--- src/rtl/cape_dec_pkg.sv ---
// Shared types and helpers for the CAPE stochastic-stream decoder.
package cape_dec_pkg;

  localparam int unsigned DEF_CNT_W = 16;
  localparam int unsigned DEF_OUT_W = 8;
  localparam int unsigned LEN_W     = $clog2(DEF_CNT_W + 1);

  typedef enum logic [1:0] {
    IDLE  = 2'd0,
    ACCUM = 2'd1,
    HOLD  = 2'd2
  } dec_state_e;

  function automatic int unsigned clamp_len(input int unsigned len, input int unsigned cnt_w);
    return (len > cnt_w) ? cnt_w : len;
  endfunction

  // ones * 2^out_w / 2^len_q, truncated; caller saturates to out_w bits.
  function automatic logic [63:0] norm_raw(input logic [63:0] ones,
                                           input int unsigned len_q,
                                           input int unsigned out_w);
    return (ones << out_w) >> len_q;
  endfunction

endpackage

--- src/rtl/sc_norm_shift.sv ---
// Combinational normaliser: scales a ones count over a 2^len_q stream to an OUT_W-bit fraction.
module sc_norm_shift
  import cape_dec_pkg::*;
#(
  parameter int unsigned CNT_W = DEF_CNT_W,
  parameter int unsigned OUT_W = DEF_OUT_W,
  parameter int unsigned LW    = $clog2(CNT_W + 1)
) (
  input  logic [CNT_W:0]   ones,
  input  logic [LW-1:0]    len_q,
  output logic [OUT_W-1:0] out_value
);

  logic [63:0] raw;

  assign raw       = norm_raw(64'(ones), 32'(len_q), OUT_W);
  // An all-ones stream yields exactly 2^OUT_W, which must clip to full scale.
  assign out_value = (|(raw >> OUT_W)) ? {OUT_W{1'b1}} : raw[OUT_W-1:0];

endmodule

--- src/rtl/cape_stream_decoder.sv ---
// Counts ones in a 2^len_log2-bit stochastic stream and emits the normalised binary value.
module cape_stream_decoder
  import cape_dec_pkg::*;
#(
  parameter int unsigned CNT_W = DEF_CNT_W,
  parameter int unsigned OUT_W = DEF_OUT_W
) (
  input  logic                           clk,
  input  logic                           rst_n,
  input  logic                           in_valid,
  input  logic                           in_bit,
  input  logic                           in_last,
  output logic                           in_ready,
  input  logic [$clog2(CNT_W+1)-1:0]     len_log2,
  input  logic                           flush,
  output logic                           out_valid,
  input  logic                           out_ready,
  output logic [OUT_W-1:0]               out_value,
  output logic                           out_err,
  output logic                           busy
);

  localparam int unsigned LW = $clog2(CNT_W + 1);

  dec_state_e       state_reg;
  logic [CNT_W:0]   ones_reg;
  logic [CNT_W:0]   nbits_reg;
  logic [LW-1:0]    len_q_reg;
  logic [OUT_W-1:0] value_reg;
  logic             err_reg;

  logic             in_idle;
  logic             accept;
  logic [LW-1:0]    len_in;
  logic [LW-1:0]    len_eff;
  logic [CNT_W:0]   ones_next;
  logic [CNT_W:0]   k_next;
  logic             full;
  logic             term;
  logic             term_err;
  logic [OUT_W-1:0] norm_value;

  assign in_idle   = (state_reg == IDLE);
  assign in_ready  = (state_reg != HOLD);
  assign out_valid = (state_reg == HOLD);
  assign busy      = !in_idle;
  assign out_value = value_reg;
  assign out_err   = err_reg;

  // flush suppresses the accept so a bit presented alongside it is dropped.
  assign accept    = in_valid & in_ready & ~flush;

  assign len_in    = LW'(clamp_len(32'(len_log2), CNT_W));
  assign len_eff   = in_idle ? len_in : len_q_reg;
  assign ones_next = (in_idle ? '0 : ones_reg) + (CNT_W+1)'(in_bit);
  assign k_next    = (in_idle ? '0 : nbits_reg) + (CNT_W+1)'(1);
  assign full      = (k_next == ((CNT_W+1)'(1) << len_eff));
  assign term      = in_last | full;
  // Exactly one of the two end conditions firing means the producer disagreed on length.
  assign term_err  = in_last ^ full;

  sc_norm_shift #(
    .CNT_W (CNT_W),
    .OUT_W (OUT_W),
    .LW    (LW)
  ) u_norm (
    .ones      (ones_next),
    .len_q     (len_eff),
    .out_value (norm_value)
  );

  always_ff @(posedge clk or negedge rst_n) begin
    if (!rst_n) begin
      state_reg <= IDLE;
      ones_reg  <= '0;
      nbits_reg <= '0;
      len_q_reg <= '0;
      value_reg <= '0;
      err_reg   <= 1'b0;
    end else if (flush) begin
      state_reg <= IDLE;
      ones_reg  <= '0;
      nbits_reg <= '0;
      len_q_reg <= '0;
      value_reg <= '0;
      err_reg   <= 1'b0;
    end else begin
      case (state_reg)
        IDLE, ACCUM: begin
          if (accept) begin
            ones_reg  <= ones_next;
            nbits_reg <= k_next;
            if (in_idle) begin
              len_q_reg <= len_in;
            end
            if (term) begin
              state_reg <= HOLD;
              value_reg <= norm_value;
              err_reg   <= term_err;
            end else begin
              state_reg <= ACCUM;
            end
          end
        end
        HOLD: begin
          if (out_ready) begin
            state_reg <= IDLE;
            ones_reg  <= '0;
            nbits_reg <= '0;
            len_q_reg <= '0;
            value_reg <= '0;
            err_reg   <= 1'b0;
          end
        end
        default: begin
          state_reg <= IDLE;
        end
      endcase
    end
  end

endmodule

--- config.mk ---
export PLATFORM = sky130hd
export DESIGN_NAME = cape_stream_decoder
export DESIGN_NICKNAME = d
export VERILOG_FILES = /design/src/rtl/cape_dec_pkg.sv /design/src/rtl/sc_norm_shift.sv /design/src/rtl/cape_stream_decoder.sv
export SDC_FILE = /design/constraint.sdc
export NUM_CORES = 1
export LEC_CHECK = 0
export ABC_AREA = 1
export CAP_MARGIN = 30
export CORE_UTILIZATION = 33
export DETAILED_ROUTE_END_ITERATION = 10
export PLACE_DENSITY = 0.53
export RECOVER_POWER = 25
export SETUP_SLACK_MARGIN = 0.15
export SLEW_MARGIN = 20
export SYNTH_ARGS = -nofsm -noshare
export SYNTH_HDL_FRONTEND = slang
export SYNTH_SLANG_ARGS = --single-unit
--- constraint.sdc ---
create_clock -name clk -period 10.3 [get_ports clk]
set_input_delay 3.09 -clock clk [delete_from_list [all_inputs] [get_ports clk]]
set_output_delay 3.09 -clock clk [all_outputs]
set_load 0.01 [all_outputs]
==> impl_metrics.env, run 1 <==
export IMPL_drv_cap=1
export IMPL_dieWidth_um=118.2
export IMPL_tns_ns=0
export IMPL_clock_sinks=50
export IMPL_worstPathRequired_ns=10.50
export IMPL_yosys_top_cells_area="dfrtp_1 (28%), nand2_1 (15%), nand3_1 (12%), inv_1 (5.8%), nor2_1 (4.7%)"
export IMPL_cts_tree="done"
export IMPL_yosys_warnings=0
export IMPL_final_nets=702
export IMPL_vias=4440
export IMPL_syn_nets=695
export IMPL_rr_startpoint="state_reg[1]"
export IMPL_yosys_most_used_dff="dfrtp_1"
export IMPL_grt_ovfl_total=0
export IMPL_synth_most_common_cell="nand2_1"
export IMPL_min_path_cells=2
export IMPL_drt_iter0_drc=280
export IMPL_first_pass_iters=7
export IMPL_finalHoldViolCount=0
export IMPL_core_area_sq_um=13190
export IMPL_antenna_found_initial=0
export IMPL_ctsResizeCount=0
export IMPL_start_util_pct=33.80
export IMPL_crit_type="primary input to flip-flop"
export IMPL_gp_congestion=0.9233
export IMPL_netlist_area_sq_um=4458
export IMPL_setup_viol=0
export IMPL_reg2reg_depth=19
export IMPL_num_rows=42
export IMPL_cts_buffers=5
export IMPL_grt_max_degree=51
export IMPL_vdd_ir_drop_max_uv=77.75
export IMPL_cts_root_buf="clkbuf_16"
export IMPL_drive_gt1_share_pct=9.607
export IMPL_syn_inst=679
export IMPL_failed_checks="design-rule violations, max-capacitance violations, max-slew violations"
export IMPL_hold_slack_ns=0.4885
export IMPL_grt_total_usage_pct=19.74
export IMPL_final_antenna_net_count=0
export IMPL_rsz0062_at_grt="false"
export IMPL_fin_crit_ns=6.723
export IMPL_place_area_sq_um=4811
export IMPL_async_flop_share_pct=100.0
export IMPL_post_cts_buffers=0
export IMPL_path_max_fanout=25
export IMPL_synth_edff_count=0
export IMPL_yosysTopAreaCell="dfrtp_1"
export IMPL_path_clk_slew_ns=0.07
export IMPL_leakage_nw=2.163
export IMPL_grt_pass1_vias=4478
export IMPL_wire_per_inst_um=15.13
export IMPL_synth_ff_latch_count=50
export IMPL_drcViolationCount=1
export IMPL_antenna_cells=0
export IMPL_dp_hpwl_um=9836
export IMPL_seq_area_frac_synth_pct=28.07
export IMPL_worstPathArrival_ns=6.92
export IMPL_io_pins=24
export IMPL_clk_latency_ns=0.31
export IMPL_routed_via_density=5.145
export IMPL_finalCritPeriodShare_pct=65.27
export IMPL_layout_cells_non_filler=863
export IMPL_yosys_area_top_type_share_pct=28.07
export IMPL_area_growth_pct=11.59
export IMPL_grt_pass1_wl_um=21890
export IMPL_fin_skew_ns=0.008569
export IMPL_drt_total_wl_um=13060
export IMPL_power_uw=942.1
export IMPL_status="finished with violations"
export IMPL_dieArea_sq_um=13980
export IMPL_avgSynthCellArea_sq_um=6.566
export IMPL_fmax_mhz=148.7
export IMPL_worst_hold_path_type="flip-flop to flip-flop"
export IMPL_finalInstanceArea_sq_um=4975
export IMPL_die_h_um=118.2
export IMPL_htreeDepth=2
export IMPL_max_slew_worst_pin_slew_ns=2.834
export IMPL_ctsLongestPathBuffers=2
export IMPL_crit_path_start_kind="primary input"
export IMPL_worstHoldStart="out_err"
export IMPL_setup_slack_ns=3.577
export IMPL_synthTopCellsByCount="nand2_1 (183), nand3_1 (109), inv_1 (69), nor2_1 (56), dfrtp_1 (50)"
export IMPL_port_buffer_count=23
export IMPL_final_util_pct=37.72
export IMPL_dpl_cell_count=854
export IMPL_startpoint="len_log2[4]"
export IMPL_slew_headroom_pct=-88.94
export IMPL_p_per_area_nw_per_um2=189.4
export IMPL_dpl_worst_slack_ns=2.873
export IMPL_endpoint_kind="flip-flop"
export IMPL_report_final_slew_viol_count=51
export IMPL_synth_distinct_cells=45
export IMPL_holdBufCountCts=0
export IMPL_fillers=1404
## kinds of logic (layout without fill, tap and decap cells)
| group | after synthesis | in the layout | share of synthesized area, % |
|---|---|---|---|
| adder cells (fa/ha/maj) | 4 | 4 | 1.123 |
| AND/OR/NAND/NOR | 410 | 410 | 43.62 |
| flip-flops | 50 | 50 | 28.07 |
| buffers and inverters | 107 | 115 | 9.992 |
| AO/OA/AOI/OAI | 79 | 79 | 11.34 |
| XOR/XNOR | 29 | 29 | 5.866 |
## where the power goes
group          switching, mW  leakage [nW]  total, mW  internal, mW
registers             0.0154         0.685      0.236         0.220
clock network         0.0824        0.0770      0.180        0.0978
logic                  0.359          1.40      0.526         0.167
total                  0.457          2.16      0.942         0.485
## cell usage in the layout, fill, tap and decap left out, types with 2 or more instances in the layout
cell               n
a21oi_1            7
a22oi_1            2
a22oi_4            2
a32o_1             2
buf_4              2
clkbuf_16          5
clkdlybuf4s50_1   22
clkinv_1           2
clkinv_4           2
dfrtp_1           50
ha_1               4
inv_1             69
inv_2              8
nand2_1          183
nand2_2            2
nand3_1          109
nand3_2            7
nand3_4            3
nand4_1           13
nand4_2            2
nor2_1            56
nor2_2            16
nor2_4             3
nor3_1             9
o211ai_1           3
o21ai_0           36
o21ai_1            3
o22ai_1           16
o31ai_1            2
xnor2_1           12
xor2_1            16
## layer usage
metal	wire (um)	global-route usage, %	vias up
met4	431	8.974	0
met2	6397	35.11	87
met3	366	2.317	27
met1	5861	23.68	2078
li1	-	-	2248
met5	0	0	-
## critical path, cell delays in order
cell and delay [ns]:
clkdlybuf4s50_1 0.56, nor2_8 0.09, a22oi_4 0.55, inv_2 0.34, nor2_1 0.35, nand2_1 0.18
nor2_1 0.17, xor2_1 0.16, nand3_1 0.08, nor4_1 0.26, nand4_1 0.14, ha_1 0.21
nand2_1 0.06, inv_1 0.05, nor2_1 0.14, clkinv_1 0.26, nand2_1 0.14, nand2_1 0.06
## cell type report
type / instances / area [sq um] / area share, %
Clock inverter: 2 / 17.52 / 0.3521
Multi-Input combinational cell: 522 / 2768 / 55.63
Inverter: 79 / 296.5 / 5.961
Timing Repair Buffer: 28 / 282.8 / 5.684
Clock buffer: 6 / 138.9 / 2.792
Sequential cell: 50 / 1251 / 25.15
Tap cell: 176 / 220.2 / 4.427
## worst paths after layout
| check | to | slack (ns) |
|---|---|---|
| max in group asynchronous | nbits_reg[16] | 4.91 |
| max | out_value[3] | 3.58 |
| min in group asynchronous | ones_reg[5] | 3.79 |
| min reg2reg | out_err | 0.49 |
| max reg2reg | out_value[3] | 6.09 |
| min | out_err | 0.49 |
No activity file was read; power rests on OpenSTA's default activity.
==> inputs of run 2 (changes only) <==
==> constraint.sdc (replaced) <==
create_clock -name clk -period 7 [get_ports clk]
set_input_delay 2.1 -clock clk [delete_from_list [all_inputs] [get_ports clk]]
set_output_delay 2.1 -clock clk [all_outputs]
set_load 0.01 [all_outputs]
==> run 2 against run 1 <==
  * The run still ends with design-rule violations, max-capacitance violations, max-slew violations left
  * Worst hold slack worse by 0.0069 ns
  * Wire length is 0.99% higher
  * First-iteration DRC count is 0.71% higher
  * Highest routed layer unchanged
  * Critical endpoint is now out_value[1]
==> impl_metrics.env, run 2 (synthesized netlist as in run 1, its figures left out) <==
export IMPL_worstPathRequired_ns=7.19
export IMPL_rsz0062_at_grt="false"
export IMPL_layout_cells_non_filler=864
export IMPL_final_common_cell="nand2_1"
export IMPL_cts_root_buf="clkbuf_16"
export IMPL_intPower_uw=696.2
export IMPL_finalHoldViolCount=0
export IMPL_holdBufCountCts=0
export IMPL_dp_hpwl_um=10010
export IMPL_path_clk_slew_ns=0.07
export IMPL_crit_buf_inv=4
export IMPL_max_slew_worst_pin_slew_ns=2.902
export IMPL_grt_pass1_vias=4448
export IMPL_dieArea_sq_um=13980
export IMPL_path_max_fanout=25
export IMPL_seqPwrFrac_pct=25.5
export IMPL_finalCritPeriodShare_pct=78.65
export IMPL_vias=4518
export IMPL_ctsResizeCount=0
export IMPL_grt_total_usage_pct=19.69
export IMPL_fin_crit_ns=5.505
export IMPL_leakage_nw=2.151
export IMPL_first_pass_iters=8
export IMPL_htreeDepth=2
export IMPL_clock_sinks=50
export IMPL_core_area_sq_um=13190
export IMPL_wire_per_inst_um=15.26
export IMPL_p_sw_uw=664.0
export IMPL_status="finished with violations"
export IMPL_drt_total_wl_um=13190
export IMPL_drive_gt1_share_pct=9.593
export IMPL_endpoint_kind="flip-flop"
export IMPL_critPathMaxStageDelay_ns=0.56
export IMPL_gp_congestion=0.9446
export IMPL_crit_path_start_kind="primary input"
export IMPL_power_frac_comb_pct=56.3
export IMPL_grt_pass1_wl_um=21850
export IMPL_failed_checks="design-rule violations, max-capacitance violations, max-slew violations"
export IMPL_drt_iter0_drc=282
export IMPL_report_final_slew_viol_count=51
export IMPL_final_cell_mix="nand2_1 (183), nand3_1 (109), inv_1 (69), nor2_1 (56), dfrtp_1 (50)"
export IMPL_io_pins=24
export IMPL_p_sw_share_pct=48.82
export IMPL_fin_skew_ns=0.009357
export IMPL_grt_ovfl_total=0
export IMPL_slew_headroom_pct=-93.44
export IMPL_crit_family="simple AND/OR/NAND/NOR gates"
export IMPL_cts_buffers=5
export IMPL_p_clk_share_pct=18.3
export IMPL_fmax_mhz=181.6
export IMPL_crit_type="primary input to flip-flop"
export IMPL_vdd_ir_drop_max_uv=114.7
export IMPL_p_per_area_nw_per_um2=275.1
export IMPL_grt_max_degree=51
export IMPL_tns_ns=0
export IMPL_drcViolationCount=1
export IMPL_worstSetupPathDepth=18
export IMPL_final_antenna_net_count=0
export IMPL_dpl_cell_count=856
export IMPL_routed_via_density=5.229
export IMPL_startpoint="len_log2[4]"
export IMPL_setup_viol=0
export IMPL_antenna_cells=0
export IMPL_ctsLongestPathBuffers=2
export IMPL_cts_tree="done"
export IMPL_rrSetupSlack_ns=3.01
export IMPL_worst_hold_path_type="flip-flop to flip-flop"
export IMPL_cp_slowest_cell="clkdlybuf4s50_1"
export IMPL_post_cts_buffers=0
export IMPL_rr_startpoint="state_reg[1]"
export IMPL_fillers=1425
export IMPL_start_util_pct=33.80
export IMPL_critPathCapture="out_value[1]"
export IMPL_dieWidth_um=118.2
export IMPL_antenna_found_initial=0
export IMPL_crit_chain="clkdlybuf4s50_1, nor2_8, a22oi_4, inv_2, nor2_1, nand2_1, nor2_1, xor2_1, nand3_1, nor4_1, nand4_1, ha_1, nand2_1, inv_1, nor2_1, clkinv_1, nand2_1, nand2_1"
export IMPL_area_growth_pct=10.92
export IMPL_port_buffer_count=23
export IMPL_num_rows=42
export IMPL_die_h_um=118.2
export IMPL_final_nets=703
export IMPL_clk_latency_ns=0.30
export IMPL_reg2reg_depth=19
export IMPL_reg2reg_to="out_value[1]"
export IMPL_path_common_cell="nand2_1"
export IMPL_drv_cap=1
export IMPL_worstPathArrival_ns=5.70
-- run 2: how the worst min path moves through the flow --
stage / startpoint / endpoint / slack [ns] / cells past startpoint
after CTS: out_value[2] / out_value[2] / 0.49 / 2
after floorplan: len_q_reg[3] / len_q_reg[3] / 0.47 / 2
after global placement: out_err / out_err / 0.47 / 2
final: out_value[2] / out_value[2] / 0.48 / 2
after detailed placement: out_value[2] / out_value[2] / 0.47 / 2
after global routing: out_value[2] / out_value[2] / 0.51 / 2
-- run 2: stage by stage --
stage          utilization, %  total power, mW  setup slack, ns  hold WS, ns  instance area (sq um)
2_1_floorplan               -           0.9163            2.561       0.4699                   4458
3_3_place_gp            36.44            1.115            1.289       0.4717                   4806
3_5_place_dp            36.44            1.117            1.157       0.4682                   4806
4_1_cts                 37.52            1.372            1.473       0.4870                   4949
5_1_grt                 37.49            1.472            1.038       0.5116                   4945
6_report                37.49            1.360            1.495       0.4816                   4945
-- run 2: power groups by stage --
stage / logic, mW / clock network (mW) / registers [mW]
after floorplan: 0.562 / 0 / 0.355
final: 0.765 / 0.248 / 0.347
after detailed placement: 0.765 / 0 / 0.352
after global routing: 0.854 / 0.268 / 0.350
after CTS: 0.766 / 0.259 / 0.347
after global placement: 0.762 / 0 / 0.353
-- run 2: worst min-delay path, cell delays in order, from the launching register on --
cell and delay [ns]:
dfrtp_1 0.34, nand2_1 0.05, nand2_1 0.05
-- run 2: metal layers --
metal  up-vias  GRT usage, %  wire length (um)
li1       2243             -                 -
met1      2134         23.66              5824
met2       107         34.12              6337
met3        34         2.510               451
met4         0         10.50               573
met5         -             0                 0
-- run 2: area by class of cell --
class	instances	area [sq um]	area share, %
Multi-Input combinational cell	522	2768	55.97
Sequential cell	50	1251	25.30
Clock buffer	6	128.9	2.606
Inverter	79	296.5	5.997
Tap cell	176	220.2	4.453
Clock inverter	2	13.76	0.2783
Timing Repair Buffer	29	266.5	5.390
==> inputs of run 3 (changes only) <==
--- a/config.mk
+++ b/config.mk
@@ -9,7 +9,7 @@
 export CAP_MARGIN = 30
 export CORE_UTILIZATION = 33
 export DETAILED_ROUTE_END_ITERATION = 10
-export PLACE_DENSITY = 0.53
+export PLACE_DENSITY = 0.55
 export RECOVER_POWER = 25
 export SETUP_SLACK_MARGIN = 0.15
 export SLEW_MARGIN = 20
==> constraint.sdc (replaced) <==
create_clock -name clk -period 4.6 [get_ports clk]
set_input_delay 1.38 -clock clk [delete_from_list [all_inputs] [get_ports clk]]
set_output_delay 1.38 -clock clk [all_outputs]
set_load 0.01 [all_outputs]
==> run 3 against run 2 <==
  * The run ends with max-capacitance violations, max-slew violations left
  * Sequential power increased by 51%
  * Sequential share of layout area decreased by 0.64 points
  * First-iteration DRC count increased by 5.0%
  * Critical path type unchanged
  * Largest cell class unchanged
  * Largest power group unchanged
==> impl_metrics.env, run 3 (synthesized netlist as in run 1, its figures left out) <==
export IMPL_cts_tree="done"
export IMPL_grt_pass1_vias=4485
export IMPL_reg2reg_depth=19
export IMPL_worstPathArrival_ns=4.20
export IMPL_drcViolationCount=0
export IMPL_grt_ovfl_total=0
export IMPL_first_pass_iters=5
export IMPL_antenna_found_initial=1
export IMPL_post_cts_buffers=0
export IMPL_path_max_fanout=10
export IMPL_power_mw=2.149
export IMPL_failed_checks="max-capacitance violations, max-slew violations"
export IMPL_drt_total_wl_um=13030
export IMPL_max_slew_worst_pin_slew_ns=2.346
export IMPL_worst_hold_path_type="flip-flop to flip-flop"
export IMPL_cts_root_buf="clkbuf_16"
export IMPL_core_area_sq_um=13190
export IMPL_io_pins=24
export IMPL_ctsLongestPathBuffers=2
export IMPL_final_nets=718
export IMPL_num_rows=42
export IMPL_area_growth_pct=13.78
export IMPL_clock_sinks=50
export IMPL_slew_headroom_pct=-56.40
export IMPL_leakage_nw=2.232
export IMPL_crit_type="primary input to flip-flop"
export IMPL_vdd_ir_drop_max_uv=174.5
export IMPL_vias=4517
export IMPL_start_util_pct=33.80
export IMPL_drt_iter0_drc=296
export IMPL_min_path_cells=2
export IMPL_dieArea_sq_um=13980
export IMPL_dieWidth_um=118.2
export IMPL_routed_via_density=5.139
export IMPL_fmax_mhz=252.6
export IMPL_status="finished with violations"
export IMPL_fin_skew_ns=0.004980
export IMPL_grt_max_degree=41
export IMPL_grt_pass1_wl_um=22260
export IMPL_grt_total_usage_pct=19.93
export IMPL_dp_hpwl_um=10000
export IMPL_wire_per_inst_um=14.83
export IMPL_finalHoldViolCount=0
export IMPL_final_cell_mix="nand2_1 (183), nand3_1 (109), inv_1 (69), nor2_1 (56), dfrtp_1 (50)"
export IMPL_drv_cap=1
export IMPL_tns_ns=0
export IMPL_antenna_cells=0
export IMPL_p_per_area_nw_per_um2=423.7
export IMPL_final_common_cell="nand2_1"
export IMPL_report_final_slew_viol_count=41
export IMPL_path_clk_slew_ns=0.07
export IMPL_cts_buffers=5
export IMPL_crit_path_start_kind="primary input"
export IMPL_final_antenna_net_count=0
export IMPL_drive_gt1_share_pct=11.81
export IMPL_die_h_um=118.2
export IMPL_htreeDepth=2
export IMPL_port_buffer_count=23
export IMPL_gp_congestion=0.9105
export IMPL_worstPathRequired_ns=4.85
export IMPL_rsz0062_at_grt="false"
export IMPL_holdBufCountCts=0
export IMPL_setup_viol=0
export IMPL_clk_latency_ns=0.31
export IMPL_endpoint_kind="flip-flop"
export IMPL_fin_crit_ns=3.959
export IMPL_finalCritPeriodShare_pct=86.06
-- run 3: cell count changes in the layout (fill, tap and decap cells not counted) --
cell,previous run,this run
inv_6,0,1
clkbuf_1,2,1
buf_4,5,21
clkinvlp_4,0,1
clkinv_1,2,1
buf_2,1,0
inv_2,8,9
clkbuf_8,0,1
clkinv_4,1,0
clkinv_2,1,0
-- run 3: critical path, cell delays in order --
cell and delay (ns):
clkdlybuf4s50_1 0.57, nor2_8 0.09, a22oi_2 0.15, inv_1 0.10
nor2_4 0.21, inv_1 0.14, nor2_1 0.15, xor2_1 0.18
nand3_1 0.10, nor4_1 0.21, nand4_1 0.14, ha_1 0.21
nor2_1 0.24, buf_4 0.20, nand2_1 0.07, nand2_1 0.06
-- run 3: final cells by class --
cell class              count  area [sq um]
clock buffers               6         138.9
clock inverters             2         16.27
fillers                  1441          8118
inverters                  79         296.5
multi-input cells         522          2768
flip-flops and latches     50          1251
well taps                 176         220.2
repair buffers             44         381.6
-- run 3: what timing repair did --
action	in CTS	in global routing
hold endpoints to repair	0	0
gates resized for setup	0	1
endpoints found under the setup margin	0	6
-- run 3: power by group --
group / internal (mW) / switching, mW / leakage [nW]
Sequential: 0.493 / 0.0312 / 0.685
Combinational: 0.412 / 0.809 / 1.47
Clock: 0.219 / 0.186 / 0.0735
Total: 1.12 / 1.03 / 2.23
-- run 3: layer usage --
layer | vias up | track usage, % | routed length, um
met5 | - | 0 | 0
met3 | 29 | 2.703 | 440
li1 | 2268 | - | -
met1 | 2133 | 25.58 | 6071
met2 | 87 | 33.35 | 6079
met4 | 0 | 8.654 | 442
-- run 3: worst paths after layout --
check	startpoint	to	slack, ns
max in group asynchronous	rst_n	nbits_reg[13]	1.48
hold / removal	out_value[7]	out_value[7]	0.48
hold reg to reg	out_value[7]	out_value[7]	0.48
min in group asynchronous	rst_n	ones_reg[7]	1.77
setup reg to reg	state_reg[1]	out_value[1]	1.16
setup / recovery	len_log2[4]	out_value[1]	0.64
-- run 3: stage by stage --
| step | util (%) | area [sq um] | setup slack, ns | cells | hold WS (ns) |
|---|---|---|---|---|---|
| floorplan | - | 4458 | 0.8807 | 679 | 0.4699 |
| global placement | 37.29 | 4918 | 0.2197 | 871 | 0.4700 |
| detailed placement | 37.29 | 4918 | 0.1311 | 871 | 0.4735 |
| CTS | 38.47 | 5074 | 0.4420 | 879 | 0.4912 |
| global route | 38.46 | 5072 | 0.2876 | 879 | 0.5075 |
| finish | 38.46 | 5072 | 0.6413 | 879 | 0.4833 |
